<file path="src/rtl/vram_arbiter.sv">
// rtl/vram_arbiter.sv - single-port pixel/data RAM arbiter with raster-order pixel prefetch FIFO
module vram_arbiter #(
    parameter int ADDR_W       = 16,
    parameter int DATA_W       = 8,
    parameter int FIFO_DEPTH   = 8,
    parameter int LOW_WM       = 2,
    parameter int FRAME_PIXELS = 65536
) (
    input  logic              clk,
    input  logic              reset,
    input  logic              cpu_req,
    input  logic              cpu_we,
    input  logic [ADDR_W-1:0] cpu_addr,
    input  logic [DATA_W-1:0] cpu_wdata,
    output logic              cpu_gnt,
    output logic              cpu_rvalid,
    output logic [DATA_W-1:0] cpu_rdata,
    input  logic              vga_enable,
    input  logic              pix_pop,
    output logic              pix_valid,
    output logic [DATA_W-1:0] pix_data,
    output logic              pix_underrun,
    output logic [ADDR_W-1:0] mem_addr,
    output logic              mem_we,
    output logic [DATA_W-1:0] mem_wdata,
    input  logic [DATA_W-1:0] mem_rdata
);

    localparam int PW = $clog2(FIFO_DEPTH);
    localparam int CW = PW + 1;

    localparam logic [1:0] ST_DISABLED = 2'd0;
    localparam logic [1:0] ST_FILL     = 2'd1;
    localparam logic [1:0] ST_RUN      = 2'd2;

    localparam logic [ADDR_W-1:0] SCAN_LAST = ADDR_W'(FRAME_PIXELS - 1);
    localparam logic [CW-1:0]     DEPTH_C   = CW'(FIFO_DEPTH);
    localparam logic [CW-1:0]     LOW_WM_C  = CW'(LOW_WM);

    logic [1:0]        state;
    logic [CW-1:0]     count;
    logic [PW-1:0]     wr_ptr;
    logic [PW-1:0]     rd_ptr;
    logic [DATA_W-1:0] fifo_mem [FIFO_DEPTH];
    logic              inflight;
    logic              load_pend;
    logic [ADDR_W-1:0] scan_addr;
    logic [ADDR_W-1:0] last_addr;

    logic              scan_on;
    logic [CW-1:0]     level;
    logic              vga_elig;
    logic              urgent;
    logic              vga_fetch;
    logic              push;
    logic              pop;
    logic              pop_empty;

    // Scanning stops in the very cycle vga_enable drops, so a returning pixel is discarded.
    assign scan_on   = vga_enable && (state != ST_DISABLED);
    assign level     = count + CW'(inflight);
    assign vga_elig  = scan_on && (level < DEPTH_C);
    assign urgent    = (level <= LOW_WM_C);
    assign push      = inflight && scan_on;
    assign pop       = pix_pop && scan_on && (count != '0);
    assign pop_empty = pix_pop && scan_on && (count == '0);

    always_comb begin
        vga_fetch = 1'b0;
        cpu_gnt   = 1'b0;
        if (vga_elig && ((state == ST_FILL) || urgent)) begin
            vga_fetch = 1'b1;
        end else if (cpu_req) begin
            cpu_gnt = 1'b1;
        end else if (vga_elig) begin
            vga_fetch = 1'b1;
        end
    end

    assign mem_addr  = vga_fetch ? scan_addr : (cpu_gnt ? cpu_addr : last_addr);
    assign mem_we    = cpu_gnt && cpu_we;
    assign mem_wdata = mem_we ? cpu_wdata : '0;
    assign pix_valid = (count != '0);
    assign pix_data  = pix_valid ? fifo_mem[rd_ptr] : '0;

    always_ff @(posedge clk) begin
        if (push) begin
            fifo_mem[wr_ptr] <= mem_rdata;
        end
    end

    always_ff @(posedge clk) begin
        if (!reset) begin
            state        <= ST_DISABLED;
            count        <= '0;
            wr_ptr       <= '0;
            rd_ptr       <= '0;
            inflight     <= 1'b0;
            load_pend    <= 1'b0;
            scan_addr    <= '0;
            last_addr    <= '0;
            cpu_rvalid   <= 1'b0;
            cpu_rdata    <= '0;
            pix_underrun <= 1'b0;
        end else begin
            last_addr  <= mem_addr;
            load_pend  <= cpu_gnt && !cpu_we;
            cpu_rvalid <= load_pend;
            if (load_pend) begin
                cpu_rdata <= mem_rdata;
            end

            if (!vga_enable) begin
                state        <= ST_DISABLED;
                count        <= '0;
                wr_ptr       <= '0;
                rd_ptr       <= '0;
                inflight     <= 1'b0;
                scan_addr    <= '0;
                pix_underrun <= 1'b0;
            end else begin
                case (state)
                    ST_DISABLED: state <= ST_FILL;
                    ST_FILL:     if (count == DEPTH_C) state <= ST_RUN;
                    default:     state <= state;
                endcase
                inflight <= vga_fetch;
                if (vga_fetch) begin
                    scan_addr <= (scan_addr == SCAN_LAST) ? '0 : scan_addr + 1'b1;
                end
                if (push) begin
                    wr_ptr <= wr_ptr + 1'b1;
                end
                if (pop) begin
                    rd_ptr <= rd_ptr + 1'b1;
                end
                count <= count + CW'(push) - CW'(pop);
                if (pop_empty) begin
                    pix_underrun <= 1'b1;
                end
            end
        end
    end

endmodule

</file>
<file path="config.mk">
export PLATFORM = sky130hd
export DESIGN_NAME = vram_arbiter
export DESIGN_NICKNAME = d
export VERILOG_FILES = /design/src/rtl/vram_arbiter.sv
export SDC_FILE = /design/constraint.sdc
export NUM_CORES = 1
export LEC_CHECK = 0
export ABC_AREA = 1
export BUFFER_PORTS_ARGS = -buffer_cell sky130_fd_sc_hd__buf_4
export CORE_MARGIN = 8
export CORE_UTILIZATION = 40
export DETAILED_ROUTE_END_ITERATION = 8
export SLEW_MARGIN = 20
export SYNTH_ARGS = -nofsm -noshare
export SYNTH_HDL_FRONTEND = slang
export SYNTH_SLANG_ARGS = --single-unit
export TNS_END_PERCENT = 100
</file>
<file path="constraint.sdc">
create_clock -name clk -period 2.4 [get_ports clk]
set_input_delay 0.12 -clock clk [delete_from_list [all_inputs] [get_ports clk]]
set_output_delay 0.12 -clock clk [all_outputs]
set_load 0.05 [all_outputs]
</file>
* Yosys cells after proc, flatten, opt, wreduce, memory -nomap -nowiden *
Memory sizes are Yosys's and may differ from the RTL's. A register that Yosys moved wholly into a read port is not among the register bits.
Cells that the tools add are included.

storage, ports and cells
  logic and storage cells = 58
  bits in latches = 0
  memory bits (read-only) = 0
  bits in writable memories = 64
  flip-flop bits (word level) = 56
  memories kept = 1
  input bits = 38

memory list
  name      words  width  rd ports  clocked after memory_dff  write ports  RTL line  RTL
  fifo_mem  8      8      1         1                         1            44        logic [DATA_W-1:0] fifo_mem [FIFO_DEPTH];

cells by class
  div/mod/pow operators = 0
  magnitude comparators = 2
  bitwise operators = 0
  multiply operators = 0
  reduce and logical (&&, ||, !) cells = 18
  mux-type cells = 16
  equal/unequal tests = 4
  add/sub/neg operators = 6
  shifts and indexed selects = 0

operator list
  operator               number
  $mux 16                3
  $add 16x1->16 const B  1
  $eq 16x16->1 const B   1
  $mux 8                 2
  $logic_and 1x1->1      9
  $add 4x1->4            2
  $mux 1                 7
  $add 3x1->3 const B    2
  $mux 3                 2
  $eq 4x4->1 const B     1
  $le 4x2->1 const B     1
  $logic_not 4->1        1
  $lt 4x4->1 const B     1
  $pmux 2 s2             1
  $reduce_and 2->1       2
  $reduce_bool 2->1      2
  $reduce_bool 4->1      1
  $sub 4x1->4            1
  $eq 2x1->1 const B     1
  $logic_not 2->1        1
  $mux 2                 1
  $ne 2x1->1 const B     1
  $logic_not 1->1        1
  $logic_or 1x1->1       1

* Longest topological paths before layout *
Gate-level depths: netlist of the first run.

  depth in word-level cells = 7
  mapped depth = 12
  mapped depth without buffers = 12

* Worst setup path before layout of the first run *
Ideal clock, no wire load.

  path type = register -> output
  from = register count[0]
  to = output mem_wdata[0]
  cell stages (with the launch flop) = 12
  path buffers = 1
  setup slack = 0.014 ns
  data required time = 2.280 ns
  data arrival time = 2.266 ns
  cell sequence = dfxtp_1 ha_1 ha_1 nand2_1 nand3_1 nand2_2 nand2_4 buf_8 nand2_2 inv_2 nand2_4 nor2_1

between the ends
  word-level cells in the longest chain between the ends = 7
  elaborated cells on any way between the ends = 9
  those cells by class = add/sub (1); order compare (2); mux (2); reduce/logical (4)

RTL lines
  what                                                   RTL line  RTL
  start, declared                                        41        logic [CW-1:0] count;
  start signal, assigned                                 137       count <= count + CW'(push) - CW'(pop);
  $add 4x1->4 *                                          61        assign level = count + CW'(inflight);
  $lt 4x4->1 or $le 4x2->1 (tied branches)               62, 63
  $logic_and 1x1->1 or $logic_or 1x1->1 (tied branches)  62, 71
  $logic_and 1x1->1 *                                    71        if (vga_elig && ((state == ST_FILL) || urgent)) begin
  $mux 1 *                                               71
  net cpu_gnt                                            15        output logic cpu_gnt,
  $logic_and 1x1->1 *                                    81        assign mem_we = cpu_gnt && cpu_we;
  $mux 8 *                                               82        assign mem_wdata = mem_we ? cpu_wdata : '0;
  end, declared                                          25        output logic [DATA_W-1:0] mem_wdata,

Mark *: on every way through the listed nets, which the timed path passes. The rest lies on a longest branch.

* Worst setup path in the final report of the first run *
  from = register count[0]
  to = output mem_wdata[2]

between the ends
  word-level cells in the longest chain between the ends = 7
  elaborated cells on any way between the ends = 9
  those cells by class = add/sub (1); order compare (2); mux (2); reduce/logical (4)

RTL lines
  what                                                   RTL line
  $add 4x1->4 *                                          61
  $lt 4x4->1 or $le 4x2->1 (tied branches)               62, 63
  $logic_and 1x1->1 or $logic_or 1x1->1 (tied branches)  62, 71
  $logic_and 1x1->1 *                                    71
  $mux 1 *                                               71
  $logic_and 1x1->1 *                                    81
  $mux 8 *                                               82

Mark *: on every way between the ends. The rest lies on a longest branch, timed or not.

==> impl_metrics.csv, run 1 <==
group,metric,value,unit
outcome,outcome,"complete, no violations",
worst_setup_path,end_kind,"primary output",
grt,grtUsageMet3,0.0395,
yosys,yosys.area.top_type_share,0.350,
yosys,synth_nets,657,
clock_tree,insertion_delay,0.41,ns
finish,num_antenna_cells,0,
yosys,synth.avg_cell_area,9.06,um^2
grt,grt_pass1_vias,4524,
worst_setup_path,worst-path-max-fanout,7,
grt,grt_first_pass_wirelength,22200,um
sta,finalCritPeriodShare,0.989,
drt,routed_wl,13500,um
die,fp-row-count,43,
power_and_ir_drop,leakage,2.86,nW
flow_run,drv_cap,0,
drt,via_per_inst,4.97,
sta,fin_crit,2.37,ns
drt,dr.first_iter.drc_count,263,
grt,groute.layer.met1.usage,0.191,
worst_setup_path,cp-start-kind,"flop",
yosys,yosys_warnings,0,
clock_tree,clk_path_buf_depth,2,
yosys,seq_area_frac_synth,0.565,
clock_tree,cts_buffers,17,
die,die_w,133,um
die,pin_count,83,
placement,port_buffers,82,
clock_tree,cts.sinks,123,
drt,routedWlPerCell,14.8,um
clock_tree,cts-root-buf,"clkbuf_16",
finish,final_net_count,768,
yosys,netlist_instances,606,
yosys,synth_common_cells,"nor2_1 (130), nand2_1 (85), edfxtp_1 (64)",
grt,antenna_found_initial,0,
sta,setup_viol,0,
finish,seqCellArea,3110,um^2
grt,grt_overflow_total,0,
yosys,yosys.cell_count.top_type,"nor2_1",
placement,gp_congestion,0.889,
sta,clock_skew,0.0115,ns
yosys,synth_edf_count,64,
worst_setup_path,critPathKind,"reg -> out",
clock_tree,tritoncts,"built",
yosys,syn_area,5490,um^2
placement,dp_hpwl,9280,um
finish,drive_gt1_frac,0.253,
yosys,yosysTopAreaCell,"edfxtp_1",
yosys,synth_ff_type,"edfxtp_1",
die,start_util,0.402,
sta,finalHoldViolations,0,
sta,maxSlewViolCount,0,
yosys,synth.distinct_cells,35,
sta,worst_pin_slew,0.536,ns
finish,synthToLayoutAreaGrowth,32.3,%
grt,grt_max_degree,33,
power_and_ir_drop,ir_drop,0.445,mV
min_path,min_path_type,"in -> reg",
power_and_ir_drop,power_density,723,nW/um^2
clock_tree,htree_num_levels,4,
yosys,synth-async-reset-ratio,0,
grt,met2_usage,0.257,
grt,grtUsageTotal,0.154,
die,coreArea,13700,um^2
drt,ant_nets,0,
sta,max_freq,421,MHz
sta,rsz0062_at_grt,"yes",
finish,multiInputGateArea,2170,um^2
sta,relSlewSlack,0.641,
yosys,ys_seq_elements,123,
grt,grt_busiest_layer,"met2",
drt,drt_pass1_iterations,4,
worst_setup_path,cp.arrival,2.25,ns
drt,drc,0,
clock_tree,clk_transition_reported_paths,0.06,ns
drt,vias,4524,
sta,finalSetupTns,0,ns
worst_setup_path,worstPathRequired,2.28,ns
power_and_ir_drop,power,5.25,mW
die,die_area,17700,um^2
yosys,ys_top_cells_by_area,"edfxtp_1 (35%), dfxtp_1 (22%), nor2_1 (8.9%)",
finish,num-fill-cells,1269,
die,fp.dieH,133,um
==> power by group <==
part / switching, mW / internal, mW / leakage, nW
registers: 0.0109 / 2.24 / 1.06
logic: 0.304 / 0.176 / 1.52
clock network: 0.978 / 1.54 / 0.285
total: 1.29 / 3.96 / 2.86
==> worst paths after layout <==
check	cells past startpoint	start	to	slack (ns)
setup / recovery	12	count[0]	mem_wdata[2]	0.03
hold / removal	3	cpu_addr[13]	last_addr[13]	0.02
setup reg to reg	12	count[2]	count[2]	0.21
hold reg to reg	2	rd_ptr[2]	rd_ptr[2]	0.47
==> worst max-delay path, stage by stage, from the launching register on <==
cell and delay [ns]:
dfxtp_4 0.36, ha_4 0.16, ha_2 0.30, nand2_1 0.05, nand3_2 0.07, nand2_2 0.07
nand2_4 0.13, buf_12 0.13, nand2_4 0.06, inv_6 0.09, nand2_8 0.08, nor2_2 0.14
buf_6 0.18
==> state kept, by name, indices dropped and copies added (netlist names), named ones only <==
signal	flops
fifo_mem	64
last_addr	16
scan_addr	16
cpu_rdata	8
count	4
rd_ptr	3
wr_ptr	3
state	2
cpu_rvalid	1
inflight	1
load_pend	1
pix_underrun	1
==> cell families (layout without fill, tap and decap cells) <==
| group | after synthesis | in the layout | share of synthesized area |
|---|---|---|---|
| AOI/OAI and AO/OA | 120 | 120 | 0.128 |
| xor gates and xnor gates | 5 | 5 | 0.00797 |
| adders and majority gates | 13 | 13 | 0.0310 |
| buffers and inverters | 73 | 196 | 0.0574 |
| DFF | 123 | 123 | 0.565 |
| and+or+nand+nor | 272 | 273 | 0.210 |
==> routing by layer <==
metal	up-vias	routed length [um]
met3	19	497
li1	2277	-
met1	2143	6040
met4	0	194
met2	85	6740
met5	-	0
==> placed cells by master (no fill, tap or decap), types with 3 or more instances in the layout <==
cell	count
nor2_1	122
buf_4	90
nand2_1	85
edfxtp_1	64
o21ai_0	59
dfxtp_1	56
inv_1	44
a21oi_1	32
nand3_1	18
clkbuf_16	18
or2_2	16
o211ai_1	14
ha_1	10
dlygate4sd3_1	10
buf_6	10
nor2_4	9
o32ai_1	8
nand4_1	7
inv_6	6
nor2_2	5
xor2_1	4
nor3_1	4
clkinv_4	4
inv_2	3
nand2_4	3
==> metrics by stage <==
step	worst slack, ns	cell area, um^2	hold slack, ns	utilization	std cells
floorplan	0.0135	5490	0.197	-	606
global placement	0.266	6330	0.322	0.463	862
detailed placement	0.165	6330	0.322	0.463	862
CTS	-0.0213	7070	0.00268	0.517	904
global route	-0.0723	7260	0.0215	0.531	910
finish	0.0256	7260	0.0178	0.531	910
==> what timing repair did <==
item | CTS | global route
hold buffers | 10 | 0
pin swaps | 0 | 5
hold endpoints to repair | 66 | 0
setup buffers | 0 | 4
endpoints found under the setup margin | 16 | 19
cloned | 0 | 2
gates resized for setup | 13 | 33
==> final cells by class <==
type	instances	area share
Clock inverter	15	0.0226
Multi-Input combinational cell	411	0.299
Clock buffer	17	0.0586
Tap cell	180	0.0310
Inverter	50	0.0269
Timing Repair Buffer	114	0.133
Sequential cell	123	0.428
Note: power is estimated with default switching activity, not from simulation.
==> run 2: changes to the inputs <==
- CAP_MARGIN: unset -> 20
- CORE_ASPECT_RATIO: unset -> 0.9
- clock period: 2.4 -> 2.7 ns (I/O delays scaled with it)
==> run 2 against run 1 <==
Power is 9.0% lower; non-clock buffer count is 8 lower; clock-buffer cell count is 1 higher; flip-flop and latch count stayed put; worst hold slack better by 0.014 ns.
==> impl_metrics.csv, run 2 (synthesis results as in run 1) <==
group,metric,value,unit
finish,fin_cells,889,
drt,drc,0,
grt,grt_max_degree,33,
grt,grt_first_pass_wirelength,22900,um
power_and_ir_drop,leakage,2.79,nW
sta,relSlewSlack,0.493,
finish,mostFrequentLayoutCells,"nor2_1 (130), buf_4 (95), nand2_1 (85)",
sta,finalSetupTns,0,ns
finish,layout_commonest_cell,"nor2_1",
worst_setup_path,worstPathCellList,"ha_1 -> ha_1 -> nand2_1 -> nand3_1 -> nand2_2 -> nand2_4 -> buf_6 -> o211ai_1 -> nand2_1 -> buf_4",
clock_tree,tritoncts,"built",
sta,max_freq,403,MHz
sta,finalHoldViolations,0,
clock_tree,insertion_delay,0.41,ns
die,die_w,140,um
sta,clock_skew,0.00604,ns
drt,via_per_inst,5.11,
placement,port_buffers,82,
outcome,outcome,"complete, no violations",
sta,hold_ws,0.0313,ns
clock_tree,postCtsSetupBuffers,0,
placement,pre_cts_ws,0.501,ns
grt,grt_pass1_vias,4597,
drt,routed_wl,13700,um
worst_setup_path,cp.arrival,2.35,ns
sta,setup_slack,0.219,ns
clock_tree,cts.sinks,123,
drt,routedWlPerCell,15.5,um
worst_setup_path,worst-path-buf-inv,2,
clock_tree,htree_num_levels,4,
drt,ant_nets,0,
power_and_ir_drop,power_density,680,nW/um^2
clock_tree,clk_path_buf_depth,2,
worst_setup_path,worst-path-max-fanout,20,
sta,setup_viol,0,
finish,final_cell_area,7020,um^2
die,fp-row-count,40,
finish,largestRegisters,"fifo_mem x64, last_addr x16, scan_addr x16",
worst_setup_path,end_kind,"primary output",
placement,gp_congestion,0.864,
grt,antenna_found_initial,0,
placement,place_area,6290,um^2
drt,drt_pass1_iterations,5,
flow_run,drv_cap,0,
grt,grt_overflow_total,0,
drt,vias,4540,
worst_setup_path,slowest_delay,0.33,ns
min_path,min_path_type,"in -> reg",
die,coreArea,13400,um^2
placement,dp_hpwl,9460,um
finish,final_net_count,759,
clock_tree,cts_buffers,17,
die,start_util,0.411,
finish,drive_gt1_frac,0.218,
finish,num_antenna_cells,0,
die,pin_count,83,
clock_tree,cts-root-buf,"clkbuf_16",
drt,dr.first_iter.drc_count,326,
power_and_ir_drop,ir_drop,0.431,mV
placement,post-place-cells,847,
worst_setup_path,critical-path-slowest-cell,"dfxtp_1",
sta,worst_pin_slew,0.760,ns
finish,largest_reg_flops,64,
clock_tree,clk_transition_reported_paths,0.06,ns
grt,grtUsageTotal,0.160,
worst_setup_path,cp-start-kind,"flop",
finish,top_register,"fifo_mem",
sta,maxSlewViolCount,0,
worst_setup_path,critPathKind,"reg -> out",
worst_setup_path,worstPathRequired,2.57,ns
sta,fin_crit,2.48,ns
sta,rsz0062_at_grt,"no",
worst_setup_path,cpLargestDelayFamily,"simple AND/OR/NAND/NOR gates",
die,fp.dieH,127,um
sta,finalCritPeriodShare,0.919,
die,die_area,17700,um^2
finish,synthToLayoutAreaGrowth,27.9,%
[run 2: changes by cell type in the layout (fill, tap and decap cells not counted), moves of 2 or more]
cell and delta:
nor2_1 +8, clkinv_1 +2, dfxtp_4 -2, buf_6 -9
nor2_4 -7, buf_12 -2, dfxtp_1 +3, clkinv_2 -2
buf_4 +5, bufinv_16 +2, inv_6 -4, ha_1 +2
inv_1 +2
[run 2: path summary, 6_finish.rpt]
path | from | endpoint | cells after the start | slack, ns
max | count[0] | mem_addr[4] | 10 | 0.22
min | cpu_addr[13] | last_addr[13] | 3 | 0.03
max reg2reg | count[2] | count[2] | 12 | 0.49
min reg2reg | rd_ptr[2] | rd_ptr[2] | 2 | 0.48
[run 2: power by group]
part	total (mW)	switching (mW)	internal [mW]
logic	0.394	0.258	0.136
registers	2.00	0.00844	1.99
clock network	2.39	0.840	1.55
total	4.78	1.11	3.67
[run 2: final cells by class]
class | count | area [um^2]
inverter | 50 | 190
clock inverter | 14 | 194
clock buffer | 18 | 429
fill | 1212 | 6340
multi-input combinational | 410 | 2070
tap | 168 | 210
timing repair buffer | 106 | 825
sequential | 123 | 3100
[run 2: worst register-to-register path, cell delays in order, from the launching register on]
cell	delay, ns
dfxtp_1	0.35
inv_1	0.10
ha_1	0.21
nand3_1	0.10
nand3_1	0.10
inv_1	0.15
ha_1	0.25
inv_1	0.06
ha_1	0.15
inv_1	0.05
fa_1	0.38
xor2_1	0.15
nor2_1	0.06
[run 2: metrics by stage]
stage,utilization,total power [mW]
floorplan,-,2.28
global placement,0.471,2.42
detailed placement,0.471,2.42
CTS,0.525,4.82
global route,0.526,4.94
finish,0.526,4.78
[run 2: per-layer routing]
| metal | GRT usage | vias to the layer above | wire (um) |
|---|---|---|---|
| met2 | 0.254 | 159 | 6290 |
| met4 | 0.0632 | 0 | 192 |
| li1 | - | 2244 | - |
| met3 | 0.0540 | 8 | 977 |
| met1 | 0.199 | 2129 | 6280 |
| met5 | 0 | - | 0 |
[run 2: what timing repair did]
item,CTS,global route
resized for setup,0,3
setup endpoints to repair,0,16
endpoints found under the hold margin,66,0
hold buffers,10,0
